$ cat src/rtl/div_arbiter.sv
// Round-robin arbiter sharing one serial signed divider among NREQ requesters.
// Operands are latched at grant; divide-by-zero bypasses the divider; a stuck divider times out.
module div_arbiter #(
    parameter int N       = 32,
    parameter int NREQ    = 2,
    parameter int TIMEOUT = 63
) (
    input  logic              CLK,
    input  logic              RST_N,
    input  logic [NREQ-1:0]   req,
    input  logic [NREQ*N-1:0] req_x,
    input  logic [NREQ*N-1:0] req_y,
    output logic [NREQ-1:0]   ack,
    output logic [N-1:0]      res,
    output logic [N-1:0]      high,
    output logic              dz,
    output logic              tmo,
    output logic              busy,
    output logic [N-1:0]      div_x,
    output logic [N-1:0]      div_y,
    output logic              div_start,
    input  logic [N-1:0]      div_res,
    input  logic [N-1:0]      div_high,
    input  logic              div_finished
);

    localparam int GW = (NREQ > 1) ? $clog2(NREQ) : 1;
    localparam int CW = $clog2(TIMEOUT + 1);

    typedef enum logic [1:0] {IDLE, START, WAIT, DONE} state_t;

    state_t            state_r, state_s;
    logic [GW-1:0]     ptr_r, ptr_s, gnt_r, gnt_s, pick_s;
    logic [CW-1:0]     cnt_r, cnt_s;
    logic [NREQ-1:0]   ack_r, ack_s;
    logic [N-1:0]      res_r, res_s, high_r, high_s;
    logic [N-1:0]      div_x_r, div_x_s, div_y_r, div_y_s;
    logic [N-1:0]      x_pick_s, y_pick_s;
    logic              dz_r, dz_s, tmo_r, tmo_s, busy_r, busy_s;
    logic              div_start_r, div_start_s, found_s;

    function automatic logic [NREQ-1:0] onehot(input logic [GW-1:0] g);
        onehot = {{(NREQ-1){1'b0}}, 1'b1} << g;
    endfunction

    // Round-robin pick: scanning from the top down lets the lowest offset from ptr win.
    always_comb begin
        pick_s  = ptr_r;
        found_s = 1'b0;
        for (int k = NREQ - 1; k >= 0; k--) begin
            pick_s  = req[(int'(ptr_r) + k) % NREQ] ? GW'((int'(ptr_r) + k) % NREQ) : pick_s;
            found_s = found_s | req[(int'(ptr_r) + k) % NREQ];
        end
        x_pick_s = req_x[int'(pick_s) * N +: N];
        y_pick_s = req_y[int'(pick_s) * N +: N];
    end

    // Next-state and next-output logic for the arbitration FSM.
    always_comb begin
        state_s     = state_r;
        ptr_s       = ptr_r;
        gnt_s       = gnt_r;
        cnt_s       = cnt_r;
        ack_s       = {NREQ{1'b0}};
        res_s       = res_r;
        high_s      = high_r;
        dz_s        = dz_r;
        tmo_s       = tmo_r;
        div_start_s = 1'b0;
        div_x_s     = div_x_r;
        div_y_s     = div_y_r;
        case (state_r)
            IDLE: begin
                if (found_s) begin
                    gnt_s   = pick_s;
                    div_x_s = x_pick_s;
                    div_y_s = y_pick_s;
                    if (y_pick_s == {N{1'b0}}) begin
                        res_s   = {N{1'b0}};
                        high_s  = x_pick_s;
                        dz_s    = 1'b1;
                        tmo_s   = 1'b0;
                        ack_s   = onehot(pick_s);
                        state_s = DONE;
                    end else begin
                        div_start_s = 1'b1;
                        state_s     = START;
                    end
                end else begin
                    state_s = IDLE;
                end
            end
            START: begin
                cnt_s   = {CW{1'b0}};
                state_s = WAIT;
            end
            WAIT: begin
                // div_x/div_y are left untouched: the divider reads operand signs at completion.
                if (div_finished) begin
                    res_s   = div_res;
                    high_s  = div_high;
                    dz_s    = 1'b0;
                    tmo_s   = 1'b0;
                    ack_s   = onehot(gnt_r);
                    state_s = DONE;
                end else begin
                    cnt_s = cnt_r + {{(CW-1){1'b0}}, 1'b1};
                    if (cnt_s == CW'(TIMEOUT)) begin
                        res_s   = {N{1'b0}};
                        high_s  = {N{1'b0}};
                        dz_s    = 1'b0;
                        tmo_s   = 1'b1;
                        ack_s   = onehot(gnt_r);
                        state_s = DONE;
                    end else begin
                        state_s = WAIT;
                    end
                end
            end
            DONE: begin
                if (gnt_r == GW'(NREQ - 1)) begin
                    ptr_s = {GW{1'b0}};
                end else begin
                    ptr_s = gnt_r + {{(GW-1){1'b0}}, 1'b1};
                end
                state_s = IDLE;
            end
            default: begin
                state_s = IDLE;
            end
        endcase
        busy_s = (state_s != IDLE);
    end

    // State and registered outputs; reset does not touch the divider itself.
    always_ff @(posedge CLK or negedge RST_N) begin
        if (!RST_N) begin
            state_r     <= IDLE;
            ptr_r       <= {GW{1'b0}};
            gnt_r       <= {GW{1'b0}};
            cnt_r       <= {CW{1'b0}};
            ack_r       <= {NREQ{1'b0}};
            res_r       <= {N{1'b0}};
            high_r      <= {N{1'b0}};
            dz_r        <= 1'b0;
            tmo_r       <= 1'b0;
            busy_r      <= 1'b0;
            div_start_r <= 1'b0;
            div_x_r     <= {N{1'b0}};
            div_y_r     <= {N{1'b0}};
        end else begin
            state_r     <= state_s;
            ptr_r       <= ptr_s;
            gnt_r       <= gnt_s;
            cnt_r       <= cnt_s;
            ack_r       <= ack_s;
            res_r       <= res_s;
            high_r      <= high_s;
            dz_r        <= dz_s;
            tmo_r       <= tmo_s;
            busy_r      <= busy_s;
            div_start_r <= div_start_s;
            div_x_r     <= div_x_s;
            div_y_r     <= div_y_s;
        end
    end

    assign ack       = ack_r;
    assign res       = res_r;
    assign high      = high_r;
    assign dz        = dz_r;
    assign tmo       = tmo_r;
    assign busy      = busy_r;
    assign div_start = div_start_r;
    assign div_x     = div_x_r;
    assign div_y     = div_y_r;

endmodule

$ cat config.mk
export PLATFORM = sky130hd
export DESIGN_NAME = div_arbiter
export DESIGN_NICKNAME = d
export VERILOG_FILES = /design/src/rtl/div_arbiter.sv
export SDC_FILE = /design/constraint.sdc
export NUM_CORES = 1
export LEC_CHECK = 0
export CAP_MARGIN = 5
export CORE_ASPECT_RATIO = 0.75
export CORE_MARGIN = 3
export CORE_UTILIZATION = 42
export DETAILED_ROUTE_END_ITERATION = 7
export GPL_TIMING_DRIVEN = 0
export PLACE_DENSITY = 0.82
export SLEW_MARGIN = 20
export SYNTH_ARGS = -nofsm -noshare
export SYNTH_HDL_FRONTEND = slang
export SYNTH_SLANG_ARGS = --single-unit
$ cat constraint.sdc
create_clock -name CLK -period 2.7 [get_ports CLK]
set_input_delay 0.54 -clock CLK [delete_from_list [all_inputs] [get_ports CLK]]
set_output_delay 0.54 -clock CLK [all_outputs]
set_load 0.01 [all_outputs]
Word level (Yosys, flattened, before mapping)
Cells that the tools add are included.
{"block": "word_totals", "ff_bits": 144, "romBits": 0, "mem_count": 0, "latch_bits": 0, "mem_bits_rw": 0, "out_inout_bits": 134}
{"block": "classes", "addsub": 3, "div_mod_pow": 0, "n_shift": 4, "n_reduce_logical": 8, "muxes": 42, "n_bitwise": 2, "order_cmp": 2, "n_eq_ne": 8, "mul": 0}
{"cell": "two-way mux 32 bit", "count": 7}
{"cell": "case mux 32 bit (2 select lines)", "count": 2}
{"cell": "variable part select 64 x 7 -> 32 bit", "count": 2}
{"cell": "logical NOT 32 bit", "count": 1}
{"cell": "two-way mux 1 bit", "count": 21}
{"cell": "two-way mux 2 bit", "count": 6}
{"cell": "case mux 6 bit (2 select lines)", "count": 1}
{"cell": "case mux 2 bit (4 select lines)", "count": 1}
{"cell": "adder 6 x 1 -> 6 bit (second input constant)", "count": 1}
{"cell": "equality test 6 bit (second input constant)", "count": 1}
{"cell": "two-way mux 6 bit", "count": 1}
{"cell": "!= test 2 bit (second input constant)", "count": 3}
{"cell": "nonzero test 2 bit", "count": 3}
{"cell": "equality test 2 bit (second input constant)", "count": 2}
{"cell": "case mux 1 bit (2 select lines)", "count": 2}
{"cell": "case mux 2 bit (2 select lines)", "count": 1}
{"cell": "AND reduction 2 bit", "count": 2}
{"cell": "AND reduction 4 bit", "count": 1}
{"cell": "left shift 1 x 1 -> 2 bit (first input constant)", "count": 2}
{"cell": "less-than comparator 2 x 3 -> 1 bit (second input constant)", "count": 1}
{"cell": "!= test 3 bit (second input constant)", "count": 1}
{"cell": "adder 1 bit (second input constant)", "count": 2}
{"cell": "equality test 2 x 1 -> 1 bit (second input constant)", "count": 1}
{"cell": "logical NOT 2 bit", "count": 1}
{"cell": "3 further kinds", "count": 3}

Depth between registers and ports, before layout
Gate-level depths: netlist of the first run.
{"block": "depth", "ltp_word": 13, "ltp_mapped": 9}

Least setup slack after synthesis of the first run
No wires, ideal clock.
{"block": "synth_timing", "kind": "input -> register", "startpoint": "input port req[0]", "endpoint": "register high_r[24], in the netlist high[24]", "setup_ns": 0.125, "stages": 8, "t_arrival_ns": 2.202, "required_ns": 2.575, "setup_slack_ns": 0.373, "path_cell_list": "inv_1 > maj3_2 > buf_2 > nor3_4 > o221ai_2 > a21oi_4 > buf_6 > mux2_2"}
{"block": "synth_via", "elab_chain_cells": 9, "elab_cells_between_ends": 17, "classes_between": "2 x eq/ne; 2 x shift; 10 x mux; 1 x bitwise; 2 x reduce/logical"}
{"element": "from (decl)", "line_no": "10", "text": "input logic [NREQ-1:0] req,"}
{"element": "two-way mux 1 bit (not written as such) (3 in a row)", "line_no": "51, 52"}
{"element": "two-way mux 1 bit (2 in a row)", "line_no": "51", "text": "pick_s = req[(int'(ptr_r) + k) % NREQ] ? GW'((int'(ptr_r) + k) % NREQ) : pick_s;"}
{"element": "variable part select 64 x 7 -> 32 bit (on tied branches)", "line_no": "55, 54"}
{"element": "logical NOT 32 bit / two-way mux 32 bit (equally long branches)", "line_no": "78", "text": "if (y_pick_s == {N{1'b0}}) begin"}
{"element": "!= test 2 bit (no source line) / two-way mux 32 bit (equally long branches)"}
{"element": "AND reduction 4 bit (no source line) / case mux 32 bit (2 select lines) (equally long branches)"}
{"element": "to (signal assigned)", "line_no": "144", "text": "high_r <= {N{1'b0}};"}
{"element": "to (signal assigned)", "line_no": "158", "text": "high_r <= high_s;"}
{"element": "to (decl)", "line_no": "36", "text": "logic [N-1:0] res_r, res_s, high_r, high_s;"}
Parallel ways exist; a longest one is shown, timed or not. The select of a mux whose other input is x is not followed.
A chain may end at the register's enable or synchronous reset.

Worst setup path in the final report of the first run
{"block": "layout_timing", "startpoint": "input port req_y[21]", "endpoint": "register high_r[28], in the netlist high[28]"}
{"block": "layout_via", "elab_chain_cells": 4}
{"element": "from (decl)", "line_no": "12", "text": "input logic [NREQ*N-1:0] req_y,"}
{"element": "variable part select 64 x 7 -> 32 bit", "line_no": "55", "text": "y_pick_s = req_y[int'(pick_s) * N +: N];"}
{"element": "logical NOT 32 bit", "line_no": "78"}
{"element": "!= test 2 bit (no source line)"}
{"element": "AND reduction 4 bit (no source line)"}
No other way between the ends.

==> impl_metrics.env, run 1 <==
export IMPL_relSlewSlack=0.428
export IMPL_die_w_um=156
export IMPL_synth_cell_area_mm2=0.00707
export IMPL_area_delta_synth_final_pct=60.8
export IMPL_drt_iter0_drc=398
export IMPL_gp_congestion=0.862
export IMPL_antenna_left=0
export IMPL_final_hold_viol_count=0
export IMPL_cts_tree="done"
export IMPL_grt_pass1_wl_um=38500
export IMPL_route_detailed_drc=0
export IMPL_violations="setup timing"
export IMPL_place_area_mm2=0.0107
export IMPL_worstPathArrival_ps=3010
export IMPL_r2r_setup_slack_ps=190
export IMPL_grt_usage=0.270
export IMPL_die_h_um=118
export IMPL_fin_skew_ps=7.53
export IMPL_synth_cell_types=39
export IMPL_slew_viol_final=0
export IMPL_avgRoutedWirePerCell_um=20.2
export IMPL_crit_chain="clkdlybuf4s50_1 -> nor4_2 -> nand4_1 -> nor3_4 -> o221ai_4 -> a21oi_4 -> buf_12 -> buf_6 -> mux2_1"
export IMPL_synth_nets=881
export IMPL_vias_per_cell=5.33
export IMPL_powerDensity_mw_per_mm2=1020
export IMPL_final_cell_count_no_fill=1254
export IMPL_dieArea_mm2=0.0184
export IMPL_whs_ps=46.8
export IMPL_clk_pin_slew_ps=60
export IMPL_final_cell_area_mm2=0.0114
export IMPL_root_buffer="clkbuf_16"
export IMPL_insertion_delay_ps=420
export IMPL_crit_path_start_kind="input port"
export IMPL_critical_path_class="in2reg"
export IMPL_reg2reg_to="high[6]"
export IMPL_outcome="finished, violations left"
export IMPL_htree_levels=4
export IMPL_ioPinCount=331
export IMPL_cpMaxStageDelayCell="clkdlybuf4s50_1"
export IMPL_min_period_ps=2720
export IMPL_yosys_warnings=0
export IMPL_place_ws_ps=-650
export IMPL_diodes=0
export IMPL_cp_end_kind="flip-flop"
export IMPL_r2r_start="state_r[0]"
export IMPL_finalCritPeriodShare=1.01
export IMPL_io_buffers=330
export IMPL_ys_seq_area_frac=0.510
export IMPL_drive_gt1_frac=0.0977
export IMPL_cts_sinks=144
export IMPL_grt_max_degree=85
export IMPL_worst_r2r_cell_count=9
export IMPL_finalCoreUtilization=0.699
export IMPL_n_fill_cell=1260
export IMPL_leakage_nw=5.18
export IMPL_peakVddDrop_mv=0.583
export IMPL_floorplan_initialDensity=0.434
export IMPL_cp_max_fo=10
export IMPL_antenna_found_initial=0
export IMPL_hpwlAfterDp_um=19100
export IMPL_finalSetupTns_ps=-76.0
export IMPL_firstDrtPassIters=5
export IMPL_required_ps=2990
export IMPL_cts_buffers=17
export IMPL_vias=6679
export IMPL_core_area_mm2=0.0163
export IMPL_fmax_ghz=0.368
export IMPL_setup_violations=13
export IMPL_fin_nets=1234
export IMPL_synth_area_per_cell_um2=10.4
export IMPL_rows=40
export IMPL_slowest_delay_ps=460
export IMPL_ctsLongestPathBuffers=2
export IMPL_setup_ws_ps=-16.9
export IMPL_grt_pass1_vias=6813
export IMPL_ys_ff_latch=144
export IMPL_overflow=0
export IMPL_fin_total_pwr_mw=11.6
export IMPL_dpl_cell_count=1219
export IMPL_hold_class="in2async"
export IMPL_wl_um=25400
export IMPL_maxCapViolCount=0
export IMPL_netlist_instances=678
export IMPL_tightest_slew_ps=858
==> flip-flops by register name (all words and copies together) (netlist names) <==
signal,cells
high,32
busy,1
div_start,1
dz,1
tmo,1
ptr_r,1
res,32
gnt_r,1
state_r,2
ack,2
div_y,32
div_x,32
cnt_r,6
==> synth_stat cells <==
cell	count	area, um2
ha_1	6	75.1
nand2b_1	1	6.26
nand4_1	4	25.0
a21oi_1	3	15.0
o21a_1	1	7.51
and2_1	2	12.5
o21ba_2	1	10.0
nand2_1	136	510
mux2_2	41	462
clkbuf_1	34	128
buf_6	6	67.6
nand3_1	3	15.0
mux2i_1	64	641
nor2_1	13	48.8
and4_1	3	26.3
dfrtp_1	144	3600
a31oi_1	2	12.5
a32o_1	1	10.0
buf_2	5	25.0
xor2_1	1	8.76
and3_1	32	200
maj3_2	1	11.3
o31ai_1	1	7.51
nor3_1	5	25.0
a21oi_4	1	16.3
o22ai_1	1	6.26
nor3_4	1	16.3
mux2_1	23	259
buf_1	3	11.3
o21ai_0	80	400
a22oi_1	32	240
o21ai_1	1	5.00
inv_1	8	30.0
xnor2_1	1	8.76
o22a_1	1	8.76
o221ai_2	1	15.0
nor4_1	12	75.1
a21boi_0	2	15.0
nor2b_1	1	6.26
==> cells by family (layout without fill, tap and decap cells) <==
logic type	count (synthesis)	after routing	share of synthesized area
AND/OR/NAND/NOR	213	213	0.137
flip-flops	144	144	0.510
AO/OA/AOI/OAI	128	128	0.109
multiplexers	128	128	0.193
buffers and inverters	56	422	0.0370
adder cells (fa/ha/maj)	7	7	0.0122
XOR/XNOR	2	2	0.00248
==> layer usage <==
layer,up-vias,wire (um),track usage
met5,-,0,0
met4,0,519,0.0822
met3,37,2280,0.0842
met2,300,12300,0.443
met1,3225,10300,0.341
li1,3117,-,-
==> worst max-delay path, delay by kind of cell <==
| family | cells | cell delay (ps) |
|---|---|---|
| AOI/OAI and AO/OA | 2 | 400 |
| muxes | 1 | 350 |
| buffers and inverters | 3 | 780 |
| and+or+nand+nor | 3 | 920 |
==> worst max-delay path by stage <==
| stage | to | startpoint | depth (start not counted) |
|---|---|---|---|
| after floorplan | high[24] | req[0] | 8 |
| after global placement | div_y[10] | RST_N | 1 |
| after detailed placement | high[9] | req_y[21] | 8 |
| after CTS | high[10] | req_y[21] | 9 |
| after global routing | high[10] | req_y[21] | 9 |
| final | high[28] | req_y[21] | 9 |
==> placed cells by master (no fill, tap or decap), types with 2 or more instances in the layout <==
cell | synthesis | layout
bufinv_16 | 0 | 3
nand3_1 | 3 | 3
nand2_1 | 136 | 136
clkdlybuf4s50_1 | 0 | 329
a31oi_1 | 2 | 2
clkbuf_1 | 34 | 31
dfrtp_1 | 144 | 144
inv_1 | 8 | 8
and4_1 | 3 | 3
inv_6 | 0 | 5
nand4_1 | 4 | 4
buf_2 | 5 | 7
mux2i_1 | 64 | 64
inv_8 | 0 | 2
a21oi_1 | 3 | 3
a22oi_1 | 32 | 32
mux2_2 | 41 | 41
buf_6 | 6 | 6
and2_1 | 2 | 2
and3_1 | 32 | 32
nor3_1 | 5 | 5
nor4_2 | 0 | 3
clkinv_4 | 0 | 4
ha_1 | 6 | 6
clkbuf_2 | 0 | 2
o21ai_0 | 80 | 80
a21boi_0 | 2 | 2
clkbuf_16 | 0 | 17
mux2_1 | 23 | 23
buf_4 | 0 | 2
nor2_1 | 13 | 12
buf_1 | 3 | 2
nor4_1 | 12 | 9
==> cell type report <==
class / instances / area, um2 / share of cell area
Clock buffer: 17 / 425 / 0.0374
Timing Repair Buffer: 334 / 3370 / 0.297
Clock inverter: 15 / 199 / 0.0175
Tap cell: 210 / 263 / 0.0231
Sequential cell: 144 / 3600 / 0.317
Multi-Input combinational cell: 478 / 3230 / 0.285
Buffer: 48 / 236 / 0.0208
Inverter: 8 / 30.0 / 0.00264
==> what timing repair did <==
action / 4_1_cts / 5_1_grt
setup endpoints to repair: 68 / 62
pin swaps: 1 / 2
setup buffers: 3 / 0
gates resized for setup: 1 / 12
hold buffers: 0 / 0
==> power breakdown <==
part / internal, mW / total, mW / leakage, nW / switching [mW]
Combinational: 2.82 / 5.45 / 3.04 / 2.62
Clock: 1.49 / 2.52 / 0.303 / 1.03
Sequential: 3.10 / 3.61 / 1.84 / 0.505
No activity file was read; power rests on OpenSTA's default activity.
==> run 2, diff against run 1 <==
--- a/config.mk
+++ b/config.mk
@@ -5,14 +5,14 @@
 export SDC_FILE = /design/constraint.sdc
 export NUM_CORES = 1
 export LEC_CHECK = 0
+export ABC_AREA = 1
 export CAP_MARGIN = 5
 export CORE_ASPECT_RATIO = 0.75
 export CORE_MARGIN = 3
 export CORE_UTILIZATION = 42
 export DETAILED_ROUTE_END_ITERATION = 7
 export GPL_TIMING_DRIVEN = 0
-export PLACE_DENSITY = 0.82
-export SLEW_MARGIN = 20
+export PLACE_DENSITY = 0.81
 export SYNTH_ARGS = -nofsm -noshare
 export SYNTH_HDL_FRONTEND = slang
 export SYNTH_SLANG_ARGS = --single-unit
==> run 2 against run 1 <==
Effect of this change:
- the flow now finishes without violations
- clock power is 2% lower
- setup slack better by 210 ps
- via count is 14% higher
- die area is 3.1% higher
==> impl_metrics.env, run 2 <==
export IMPL_final_hold_viol_count=0
export IMPL_crit_path_start_kind="input port"
export IMPL_place_ws_ps=-513
export IMPL_hpwlAfterDp_um=19800
export IMPL_avgRoutedWirePerCell_um=17.4
export IMPL_cts_hold_buffers=0
export IMPL_ys_top_cells_by_count="nand2_1 (292), dfrtp_1 (144), o21ai_0 (105), nand3_1 (104), inv_1 (80)"
export IMPL_grt_max_degree=96
export IMPL_async_flop_share=1.00
export IMPL_fin_total_pwr_mw=12.2
export IMPL_required_ps=3000
export IMPL_critical_path_class="in2reg"
export IMPL_slowest_delay_ps=520
export IMPL_fin_nets=1474
export IMPL_final_cell_count_no_fill=1498
export IMPL_final_common_cell="clkdlybuf4s50_1"
export IMPL_dieArea_mm2=0.0190
export IMPL_ioPinCount=331
export IMPL_route_detailed_drc=0
export IMPL_cts_tree="done"
export IMPL_ys_ff_latch=144
export IMPL_ys_seq_area_frac=0.494
export IMPL_tightest_slew_ps=633
export IMPL_fmax_ghz=0.399
export IMPL_synth_top_family_by_area="simple AND/OR/NAND/NOR gates"
export IMPL_leakage_nw=5.58
export IMPL_yosys_warnings=0
export IMPL_fin_skew_ps=14.1
export IMPL_outcome="finished clean"
export IMPL_cp_end_kind="flip-flop"
export IMPL_antenna_found_initial=0
export IMPL_cp_max_fo=10
export IMPL_r2r_setup_slack_ps=270
export IMPL_drive_gt1_frac=0.0624
export IMPL_crit_chain="clkdlybuf4s50_1 -> nand2_2 -> nand2_4 -> buf_6 -> nand2_1 -> nand2_1 -> nand2_1 -> nor2_2 -> nand2_1 -> nor2_2 -> nand2_2 -> nand2_4 -> nand2_1 -> buf_6 -> buf_6 -> nand2_1 -> nand2_1"
export IMPL_htree_levels=4
export IMPL_powerDensity_mw_per_mm2=1060
export IMPL_cp_top_family="simple AND/OR/NAND/NOR gates"
export IMPL_path_buf_inv=4
export IMPL_layout_common_cells="clkdlybuf4s50_1 (327), nand2_1 (289), dfrtp_1 (144)"
export IMPL_reg2reg_to="state_r[0]"
export IMPL_synth_top_area_share=0.494
export IMPL_min_period_ps=2510
export IMPL_synthTopCellsByArea="dfrtp_1 (49%), nand2_1 (15%), o21ai_0 (7.2%)"
export IMPL_synth_mux_area_frac=0.0439
export IMPL_synth_area_per_cell_um2=7.92
export IMPL_vias_per_cell=5.10
export IMPL_rows=41
export IMPL_synth_edff_count=0
export IMPL_wl_um=26000
export IMPL_synth_xor_area_frac=0.00480
export IMPL_firstDrtPassIters=5
export IMPL_grt_usage=0.269
export IMPL_setup_ws_ps=195
export IMPL_grt_pass1_wl_um=39800
export IMPL_slew_viol_final=0
export IMPL_synth_compound_area_frac=0.0802
export IMPL_synth_simple_gate_area_share=0.278
export IMPL_synth_cell_area_mm2=0.00730
export IMPL_worst_r2r_cell_count=8
export IMPL_setup_violations=0
export IMPL_vias=7643
export IMPL_cts_sinks=144
export IMPL_insertion_delay_ps=420
export IMPL_root_buffer="clkbuf_16"
export IMPL_die_h_um=120
export IMPL_hold_class="in2async"
export IMPL_yosys_area_share_adder=0.0103
export IMPL_clk_pin_slew_ps=60
export IMPL_overflow=0
export IMPL_die_w_um=158
export IMPL_peakVddDrop_mv=0.524
export IMPL_dpl_cell_count=1466
export IMPL_finalCritPeriodShare=0.928
export IMPL_maxCapViolCount=0
export IMPL_floorplan_initialDensity=0.431
export IMPL_drt_iter0_drc=410
export IMPL_grt_pass1_vias=7547
export IMPL_worstPathArrival_ps=2800
export IMPL_synth_cell_types=21
export IMPL_netlist_instances=921
export IMPL_rsz0062_at_grt="no"
export IMPL_io_buffers=329
export IMPL_core_area_mm2=0.0169
export IMPL_path_common_cell="nand2_1"
export IMPL_diodes=0
export IMPL_yosysTopAreaCell="dfrtp_1"
export IMPL_top_layer_used="met4"
export IMPL_synthMostInstantiatedCell="nand2_1"
export IMPL_wl_met2_um=12600
export IMPL_wl_met3_um=1910
export IMPL_m1WireLength_um=11100
export IMPL_ctsLongestPathBuffers=2
export IMPL_area_delta_synth_final_pct=58.8
export IMPL_synth_main_ff_cell="dfrtp_1"
export IMPL_cpMaxStageDelayCell="clkdlybuf4s50_1"
export IMPL_r2r_start="state_r[0]"
export IMPL_antenna_left=0
export IMPL_synth_nets=1124
export IMPL_cts_buffers=17
export IMPL_relSlewSlack=0.578
export IMPL_gp_congestion=0.896
run 2: changes by cell type after synthesis, sizes merged, moves of 4 or more:
| cell | previous run | this run |
|---|---|---|
| nor3 | 6 | 0 |
| nor4 | 12 | 0 |
| nand2 | 136 | 295 |
| nand3 | 3 | 104 |
| o21ai | 81 | 109 |
| mux2i | 64 | 32 |
| nand4 | 4 | 0 |
| and3 | 32 | 0 |
| buf | 14 | 26 |
| inv | 8 | 82 |
| nand3b | 0 | 27 |
| mux2 | 64 | 0 |
| nor2 | 13 | 50 |
| a22oi | 32 | 0 |
run 2: repair_timing:
| action | CTS | global route |
|---|---|---|
| pin swaps | 0 | 2 |
| gates resized for setup | 5 | 27 |
| buffers inserted | 0 | 1 |
| endpoints found under the hold margin | 0 | 0 |
| endpoints found under the setup margin | 35 | 67 |
run 2: stage by stage:
stage	hold WS (ps)	utilization	setup TNS, ps	cell area (um2)
after global placement	453	0.641	-724460	10900
after global routing	80.2	0.684	0	11600
after CTS	63.4	0.680	0	11500
after floorplan	244	-	0	7300
after detailed placement	457	0.643	-32330	10900
final	56.6	0.684	0	11600
run 2: worst max path at each step:
stage,startpoint,to,slack (ps),cells after the start
finish,req[0],res[30],190,17
global route,req[0],res[30],10,17
CTS,req[1],res[30],4,18
detailed placement,req[1],high[20],-510,17
global placement,RST_N,res[19],-4860,1
floorplan,req[1],dz,620,17
run 2: power breakdown:
| group | leakage [nW] | switching [mW] | internal [mW] |
|---|---|---|---|
| Combinational | 3.45 | 3.36 | 2.80 |
| Clock | 0.296 | 0.953 | 1.50 |
| Sequential | 1.83 | 0.538 | 3.09 |
| Total | 5.58 | 4.85 | 7.40 |
run 2: cell families (layout without fill, tap and decap cells):
kind of cell | after synthesis | after routing
AOI/OAI and AO/OA | 115 | 115
DFF | 144 | 144
adders and majority gates | 6 | 6
and+or+nand+nor | 476 | 476
muxes | 32 | 32
buffers and inverters | 144 | 506
xor gates and xnor gates | 4 | 4
run 2: final cells by class:
| class | count | area [um2] |
|---|---|---|
| Fill cell | 1432 | 5340 |
| Sequential cell | 144 | 3600 |
| Timing Repair Buffer | 331 | 3330 |
| Multi-Input combinational cell | 633 | 3080 |
| Clock buffer | 19 | 453 |
| Buffer | 62 | 382 |
| Inverter | 82 | 308 |
| Tap cell | 215 | 269 |
| Clock inverter | 12 | 159 |
run 2: layer usage:
metal / global-route usage / vias up
li1: - / 3643
met1: 0.353 / 3678
met2: 0.440 / 293
met3: 0.0710 / 29
met4: 0.0768 / 0
met5: 0 / -
